## config.mk

```make
export PLATFORM = sky130hd
export DESIGN_NAME = simon_autoplayer
export DESIGN_NICKNAME = d
export VERILOG_FILES = /design/src/rtl/simon_autoplayer_pkg.sv /design/src/rtl/simon_pulse_gen.sv /design/src/rtl/simon_autoplayer.sv
export SDC_FILE = /design/constraint.sdc
export NUM_CORES = 1
export LEC_CHECK = 0
export CAP_MARGIN = 20
export CORE_MARGIN = 8
export CORE_UTILIZATION = 65
export DETAILED_ROUTE_END_ITERATION = 8
export HOLD_SLACK_MARGIN = 0.12
export PLACE_DENSITY_LB_ADDON = 0.25
export SKIP_CTS_REPAIR_TIMING = 1
export SLEW_MARGIN = 20
export SYNTH_ARGS = -nofsm -noshare
export SYNTH_HDL_FRONTEND = slang
export SYNTH_HIERARCHICAL = 1
export SYNTH_SLANG_ARGS = --single-unit
```

## constraint.sdc

```tcl
create_clock -name clk -period 5.9 [get_ports clk]
set_input_delay 1.77 -clock clk [delete_from_list [all_inputs] [get_ports clk]]
set_output_delay 1.77 -clock clk [all_outputs]
set_load 0.05 [all_outputs]
```

## src/rtl/simon_autoplayer_pkg.sv

```systemverilog
// Shared mode encodings, state codes and small helpers for the Simon autoplayer.
// The Simon control block decodes mode_leds with the same constants.
package simon_autoplayer_pkg;

    localparam logic [2:0] MODE_INPUT    = 3'b001;
    localparam logic [2:0] MODE_PLAYBACK = 3'b010;
    localparam logic [2:0] MODE_REPEAT   = 3'b100;
    localparam logic [2:0] MODE_DONE     = 3'b111;

    typedef enum logic [2:0] {
        ST_IDLE,
        ST_SEED,
        ST_WATCH,
        ST_REPLAY,
        ST_DONE
    } ap_state_t;

    typedef enum logic [2:0] {
        PH_IDLE,
        PH_SETUP,
        PH_HIGH,
        PH_LOW,
        PH_SAMPLE
    } pulse_ph_t;

    // x^8 + x^6 + x^5 + x^4 + 1, shifting toward the MSB
    function automatic logic [7:0] lfsr_next(input logic [7:0] s);
        return {s[6:0], s[7] ^ s[5] ^ s[4] ^ s[3]};
    endfunction

    function automatic logic [3:0] onehot2(input logic [1:0] s);
        return 4'b0001 << s;
    endfunction

    function automatic logic [3:0] rotl4(input logic [3:0] p);
        return {p[2:0], p[3]};
    endfunction

endpackage

```

## src/rtl/simon_pulse_gen.sv

```systemverilog
// One player-clock transaction: SETUP, HIGH, LOW, then a single sample cycle.
// pclk_o is a flop so an asynchronous reset drops it at once.
module simon_pulse_gen
    import simon_autoplayer_pkg::*;
#(
    parameter int HIGH_CYC  = 4,
    parameter int LOW_CYC   = 4,
    parameter int SETUP_CYC = 2
) (
    input  logic clk,
    input  logic rst,
    input  logic go,
    output logic pclk_o,
    output logic sample,
    output logic idle
);

    localparam int CMAX = (HIGH_CYC > LOW_CYC)
        ? ((HIGH_CYC > SETUP_CYC) ? HIGH_CYC : SETUP_CYC)
        : ((LOW_CYC > SETUP_CYC) ? LOW_CYC : SETUP_CYC);
    localparam int CW = $clog2(CMAX) + 1;
    localparam logic [CW-1:0] SETUP_LAST = CW'(SETUP_CYC - 1);
    localparam logic [CW-1:0] HIGH_LAST  = CW'(HIGH_CYC - 1);
    localparam logic [CW-1:0] LOW_LAST   = CW'(LOW_CYC - 1);

    pulse_ph_t     r_ph, w_ph_n;
    logic [CW-1:0] r_cnt, w_cnt_n;
    logic          r_pclk, w_pclk_n;

    always_ff @(posedge clk or posedge rst) begin
        if (rst) begin
            r_ph   <= PH_IDLE;
            r_cnt  <= '0;
            r_pclk <= 1'b0;
        end else begin
            r_ph   <= w_ph_n;
            r_cnt  <= w_cnt_n;
            r_pclk <= w_pclk_n;
        end
    end

    always_comb begin
        w_ph_n   = r_ph;
        w_cnt_n  = r_cnt + 1'b1;
        w_pclk_n = r_pclk;
        unique case (r_ph)
            PH_IDLE: begin
                w_cnt_n = '0;
                if (go) w_ph_n = PH_SETUP;
            end
            PH_SETUP: if (r_cnt == SETUP_LAST) begin
                w_ph_n   = PH_HIGH;
                w_cnt_n  = '0;
                w_pclk_n = 1'b1;
            end
            PH_HIGH: if (r_cnt == HIGH_LAST) begin
                w_ph_n   = PH_LOW;
                w_cnt_n  = '0;
                w_pclk_n = 1'b0;
            end
            PH_LOW: if (r_cnt == LOW_LAST) begin
                w_ph_n  = PH_SAMPLE;
                w_cnt_n = '0;
            end
            PH_SAMPLE: begin
                w_ph_n  = PH_IDLE;
                w_cnt_n = '0;
            end
            default: begin
                w_ph_n   = PH_IDLE;
                w_cnt_n  = '0;
                w_pclk_n = 1'b0;
            end
        endcase
    end

    assign pclk_o = r_pclk;
    assign sample = (r_ph == PH_SAMPLE);
    assign idle   = (r_ph == PH_IDLE);

endmodule

```

## src/rtl/simon_autoplayer.sv

```systemverilog
// Closed-loop Simon player: seeds a move, records the playback, replays it.
// The FSM, LFSR and sequence buffer live here; pulse timing is in simon_pulse_gen.
module simon_autoplayer
    import simon_autoplayer_pkg::*;
#(
    parameter int         MAX_LEN   = 16,
    parameter int         HIGH_CYC  = 4,
    parameter int         LOW_CYC   = 4,
    parameter int         SETUP_CYC = 2,
    parameter logic [7:0] SEED      = 8'hA5
) (
    input  logic       clk,
    input  logic       rst,
    input  logic       start,
    input  logic       inject_err,
    input  logic [2:0] mode_leds,
    input  logic [3:0] pattern_leds,
    output logic [3:0] pattern,
    output logic       pclk_o,
    output logic [7:0] rounds,
    output logic       busy,
    output logic       fail,
    output logic       overflow
);

    localparam int IW = $clog2(MAX_LEN) + 1;
    localparam int AW = $clog2(MAX_LEN);
    localparam logic [IW-1:0] LEN_MAX = IW'(MAX_LEN);

    ap_state_t     r_state, w_state_n;
    logic [7:0]    r_lfsr, w_lfsr_n;
    logic [IW-1:0] r_idx, w_idx_n;
    logic [IW-1:0] r_len, w_len_n;
    logic          r_inj, w_inj_n;
    logic [3:0]    r_pat, w_pat_n;
    logic [7:0]    r_rounds, w_rounds_n;
    logic          r_fail, w_fail_n;
    logic          r_ovf, w_ovf_n;
    logic [3:0]    r_mem [MAX_LEN];

    logic          w_go, w_sample, w_idle, w_active, w_last;
    logic [IW-1:0] w_idx_inc;
    logic [3:0]    w_mem_rd;

    simon_pulse_gen #(
        .HIGH_CYC (HIGH_CYC),
        .LOW_CYC  (LOW_CYC),
        .SETUP_CYC(SETUP_CYC)
    ) u_pulse (
        .clk   (clk),
        .rst   (rst),
        .go    (w_go),
        .pclk_o(pclk_o),
        .sample(w_sample),
        .idle  (w_idle)
    );

    assign w_active  = (r_state == ST_SEED) || (r_state == ST_WATCH)
                    || (r_state == ST_REPLAY);
    assign w_go      = w_active && w_idle;
    assign w_idx_inc = r_idx + 1'b1;
    assign w_mem_rd  = r_mem[r_idx[AW-1:0]];
    assign w_last    = r_inj && (w_idx_inc == r_len);

    always_ff @(posedge clk or posedge rst) begin
        if (rst) begin
            r_state  <= ST_IDLE;
            r_lfsr   <= SEED;
            r_idx    <= '0;
            r_len    <= '0;
            r_inj    <= 1'b0;
            r_pat    <= '0;
            r_rounds <= '0;
            r_fail   <= 1'b0;
            r_ovf    <= 1'b0;
        end else begin
            r_state  <= w_state_n;
            r_lfsr   <= w_lfsr_n;
            r_idx    <= w_idx_n;
            r_len    <= w_len_n;
            r_inj    <= w_inj_n;
            r_pat    <= w_pat_n;
            r_rounds <= w_rounds_n;
            r_fail   <= w_fail_n;
            r_ovf    <= w_ovf_n;
        end
    end

    // Playback is captured as the watch transaction launches
    always_ff @(posedge clk or posedge rst) begin
        if (rst) begin
            for (int i = 0; i < MAX_LEN; i++) r_mem[i] <= '0;
        end else if (r_state == ST_WATCH && w_go) begin
            r_mem[r_idx[AW-1:0]] <= pattern_leds;
        end
    end

    always_comb begin
        w_state_n  = r_state;
        w_lfsr_n   = r_lfsr;
        w_idx_n    = r_idx;
        w_len_n    = r_len;
        w_inj_n    = r_inj;
        w_pat_n    = r_pat;
        w_rounds_n = r_rounds;
        w_fail_n   = r_fail;
        w_ovf_n    = r_ovf;
        unique case (r_state)
            ST_IDLE, ST_DONE: if (start) begin
                w_state_n = ST_SEED;
                w_fail_n  = 1'b0;
                w_ovf_n   = 1'b0;
                w_idx_n   = '0;
            end
            ST_SEED: begin
                if (w_go) begin
                    w_pat_n  = onehot2(r_lfsr[1:0]);
                    w_lfsr_n = lfsr_next(r_lfsr);
                end
                if (w_sample) begin
                    w_idx_n = '0;
                    if (mode_leds == MODE_PLAYBACK) begin
                        w_state_n = ST_WATCH;
                    end else begin
                        w_state_n = ST_DONE;
                        w_fail_n  = 1'b1;
                    end
                end
            end
            ST_WATCH: begin
                if (w_go) w_pat_n = '0;
                if (w_sample) begin
                    w_idx_n = w_idx_inc;
                    if (mode_leds == MODE_PLAYBACK) begin
                        if (w_idx_inc == LEN_MAX) begin
                            w_state_n = ST_DONE;
                            w_ovf_n   = 1'b1;
                        end
                    end else if (mode_leds == MODE_REPEAT) begin
                        w_state_n = ST_REPLAY;
                        w_len_n   = w_idx_inc;
                        w_idx_n   = '0;
                        w_inj_n   = inject_err;
                    end else begin
                        w_state_n = ST_DONE;
                        w_fail_n  = 1'b1;
                    end
                end
            end
            ST_REPLAY: begin
                if (w_go) w_pat_n = w_last ? rotl4(w_mem_rd) : w_mem_rd;
                if (w_sample) begin
                    w_idx_n = w_idx_inc;
                    if (mode_leds == MODE_REPEAT && w_idx_inc < r_len) begin
                        w_state_n = ST_REPLAY;
                    end else if (mode_leds == MODE_INPUT) begin
                        w_state_n  = ST_SEED;
                        w_idx_n    = '0;
                        w_rounds_n = (r_rounds == 8'hFF) ? r_rounds
                                                         : r_rounds + 8'd1;
                    end else begin
                        w_state_n = ST_DONE;
                        w_fail_n  = 1'b1;
                    end
                end
            end
            default: w_state_n = ST_IDLE;
        endcase
        if (w_state_n == ST_DONE) w_pat_n = '0;
    end

    assign pattern  = r_pat;
    assign rounds   = r_rounds;
    assign busy     = w_active;
    assign fail     = r_fail;
    assign overflow = r_ovf;

endmodule

```

==> flow_summary.yaml <==
pwr:
  power_frac_seq: 0.502
  sw_frac_of_total: 0.340
  pwr-share-clk: 0.225
  p_per_area_nw_per_um2: 310
  p_int_mw: 1.21
  peakVddDrop_v: 0.000175
  power.total_mw: 1.83
  combPwrFrac: 0.273
  p_leak_nw: 2.44
  p_sw_mw: 0.622
synth:
  avgSynthCellArea_sq_um: 12.3
  ys.flop_type: "dfrtp_1"
  yosysTopAreaCellShare: 0.478
  synth_area_leader_cell: "dfrtp_1"
  synth-edff-count: 0
  synthTopCellsByArea: "dfrtp_1 (48%), mux2_2 (14%), mux4_2 (6.3%)"
  synthCells: 440
  yosysUniqueCellTypes: 56
  ys_warn_count: 6
  synth-seq-cells: 107
  synth_area_sq_um: 5390
  syn_nets: 466
  synth-async-reset-ratio: 1.00
  synth-seq-area-share: 0.497
worst_setup_path:
  crit_slowest_cell: "clkdlybuf4s50_1"
  cp-start-kind: "flip-flop"
  cpMostUsedCell: "nor2_1"
  cp_cell_sequence: "nor2_1 > nor2_1 > clkdlybuf4s50_1"
  cp_top_family: "buffers and inverters"
  r2r_slack_ps: 2750
  reg2reg_depth: 11
  path_max_fanout: 9
  crit_type: "flip-flop to output port"
  regToRegEndpoint: "fail"
  cp.required_ps: 4130
  max_stage_delay_ps: 850
  crit_buf_inv: 1
  reg2reg_from: "r_idx[0]"
  worst_ep_arrival_time_ps: 2100
  end_kind: "output port"
clock_network:
  cts-htree-levels: 3
  cts-root-buf: "clkbuf_8"
  clk_latency_ps: 370
  clk_pin_slew_ps: 100
  cts.sink_count: 107
  cts-buffers-inserted: 9
  cts_buffer_depth: 2
  cts_tree: "built"
worst_hold_path:
  hold-path-endpoint: "u_pulse/r_cnt[0]"
  hold_path_class: "flip-flop to flip-flop"
  whs_path_depth: 1
  worstHoldStart: "u_pulse/r_cnt[0]"
global_routing:
  grt_pass1_wl_mm: 17.9
  grt-ovfl-total: 0
  gr-usage-all-layers: 0.196
  grt_pass1_vias: 3621
  grt_max_degree: 75
  antenna_found_initial: 0
sta:
  post-route-period-util: 0.655
  holdWs_ps: 481
  clock_skew_ps: 7.25
  fmax_mhz: 259
  setup_viol: 0
  slew_headroom: 0.396
  final_max_slew_viol_count: 0
  tightest_slew_ps: 906
  finalWorstSetupSlack_ps: 2030
  min_period_ps: 3870
  rsz0062_at_grt: "false"
  timing_hold_violations_final: 0
  setup_tns_ps: 0
placement:
  gp_congestion: 0.924
  numPortBuffers: 26
  place_ws_ps: 2140
  dp_hpwl_mm: 7.56
  place_area_sq_um: 5730
  placed_cells: 557
floorplan:
  io_pins: 27
  die_area_sq_um: 11500
  fp-row-count: 33
  core_sq_um: 8130
  initial_core_util: 0.663
  die_y_um: 107
  die-width_um: 107
outcome:
  status: "completed"
detailed_routing:
  avgRoutedWirePerCell_um: 18.6
  wirelength_mm: 10.6
  avgViaCountPerCell: 6.23
  num_vias: 3565
  drc: 0
  initialDrtViolationCount: 149
  drt_pass1_iterations: 4
  postRouteAntennaNets: 0
final_layout:
  diodes: 0
  instances_no_fill: 572
  drive_gt1_frac: 0.246
  postLayoutCoreUtil: 0.725
  post-route-cell-area_sq_um: 5900
  final_nets: 489
  synthToLayoutAreaGrowth_pct: 9.39
job:
  drv_cap: 0
[cell usage in the layout, fill, tap and decap left out, drive strengths merged, types with 8 or more instances in the layout]
| cell type | instances |
|---|---|
| ha | 15 |
| clkbuf | 9 |
| mux2 | 73 |
| o21ai | 10 |
| nor2 | 24 |
| mux4 | 16 |
| a21oi | 11 |
| dfrtp | 103 |
| inv | 23 |
| nand2 | 43 |
| nor3 | 8 |
| clkdlybuf4s50 | 26 |
[area by class of cell]
class	instances	area (sq um)
timing repair buffer	29	283
multi-input combinational	294	2540
fill	564	2230
clock buffer	9	124
tap	105	131
sequential	107	2680
clock inverter	6	50.0
inverter	22	85.1
[routing by layer]
layer,global-route usage,part of all wire
met3,0.0384,0.051
met1,0.241,0.43
met2,0.327,0.49
met5,0,0
met4,0.0874,0.026
[registers in the layout (all words and copies together) (netlist names), 3 cells and up]
register / count
rounds: 8
r_mem: 64
u_pulse/r_cnt: 3
r_idx: 5
r_state: 3
r_len: 5
r_lfsr: 8
pattern: 4
u_pulse/r_ph: 3
[worst max-delay path by stage]
| stage | start | depth (start not counted) | end |
|---|---|---|---|
| finish | r_state[0] | 3 | busy |
| CTS | r_state[0] | 3 | busy |
| floorplan | rst | 1 | fail |
| detailed placement | mode_leds[1] | 6 | pattern[3] |
| global placement | mode_leds[0] | 4 | rounds[1] |
| global route | r_state[0] | 3 | busy |
[cell usage after synthesis, types with 2 or more instances]
cell type / instances
dfrtp_1: 103
mux2_2: 69
nand2_1: 43
nor2_1: 23
inv_1: 21
ha_1: 15
mux4_2: 15
a21oi_1: 11
o21ai_0: 10
clkbuf_1: 8
nor3_1: 8
buf_2: 7
mux2i_1: 7
nand3_1: 7
xnor2_1: 7
xor2_1: 6
a22oi_1: 5
a211oi_1: 4
and3_1: 4
dfstp_2: 4
mux2_1: 4
nand4_1: 4
nor2b_1: 4
a211oi_2: 3
and2_1: 3
nand4b_1: 3
nor3b_1: 3
o21bai_1: 3
or3b_1: 3
a221oi_1: 2
a311oi_1: 2
a31oi_1: 2
nand2b_1: 2
o31ai_1: 2
o32ai_1: 2
[cell families after synthesis]
kind of cell	share of synthesized area
adders and majority gates	0.0348
muxes	0.233
AOI/OAI and AO/OA	0.0779
buffers and inverters	0.0309
DFF	0.497
xor gates and xnor gates	0.0211
and+or+nand+nor	0.105
[power groups by stage]
stage | combinational, mW | clock, mW | sequential, mW
floorplan | 0.314 | 0 | 0.979
global placement | 0.486 | 0 | 0.925
detailed placement | 0.504 | 0 | 0.933
CTS | 0.504 | 0.422 | 0.919
global route | 0.544 | 0.444 | 0.935
finish | 0.500 | 0.412 | 0.920
(Power assumes the default switching activity.)
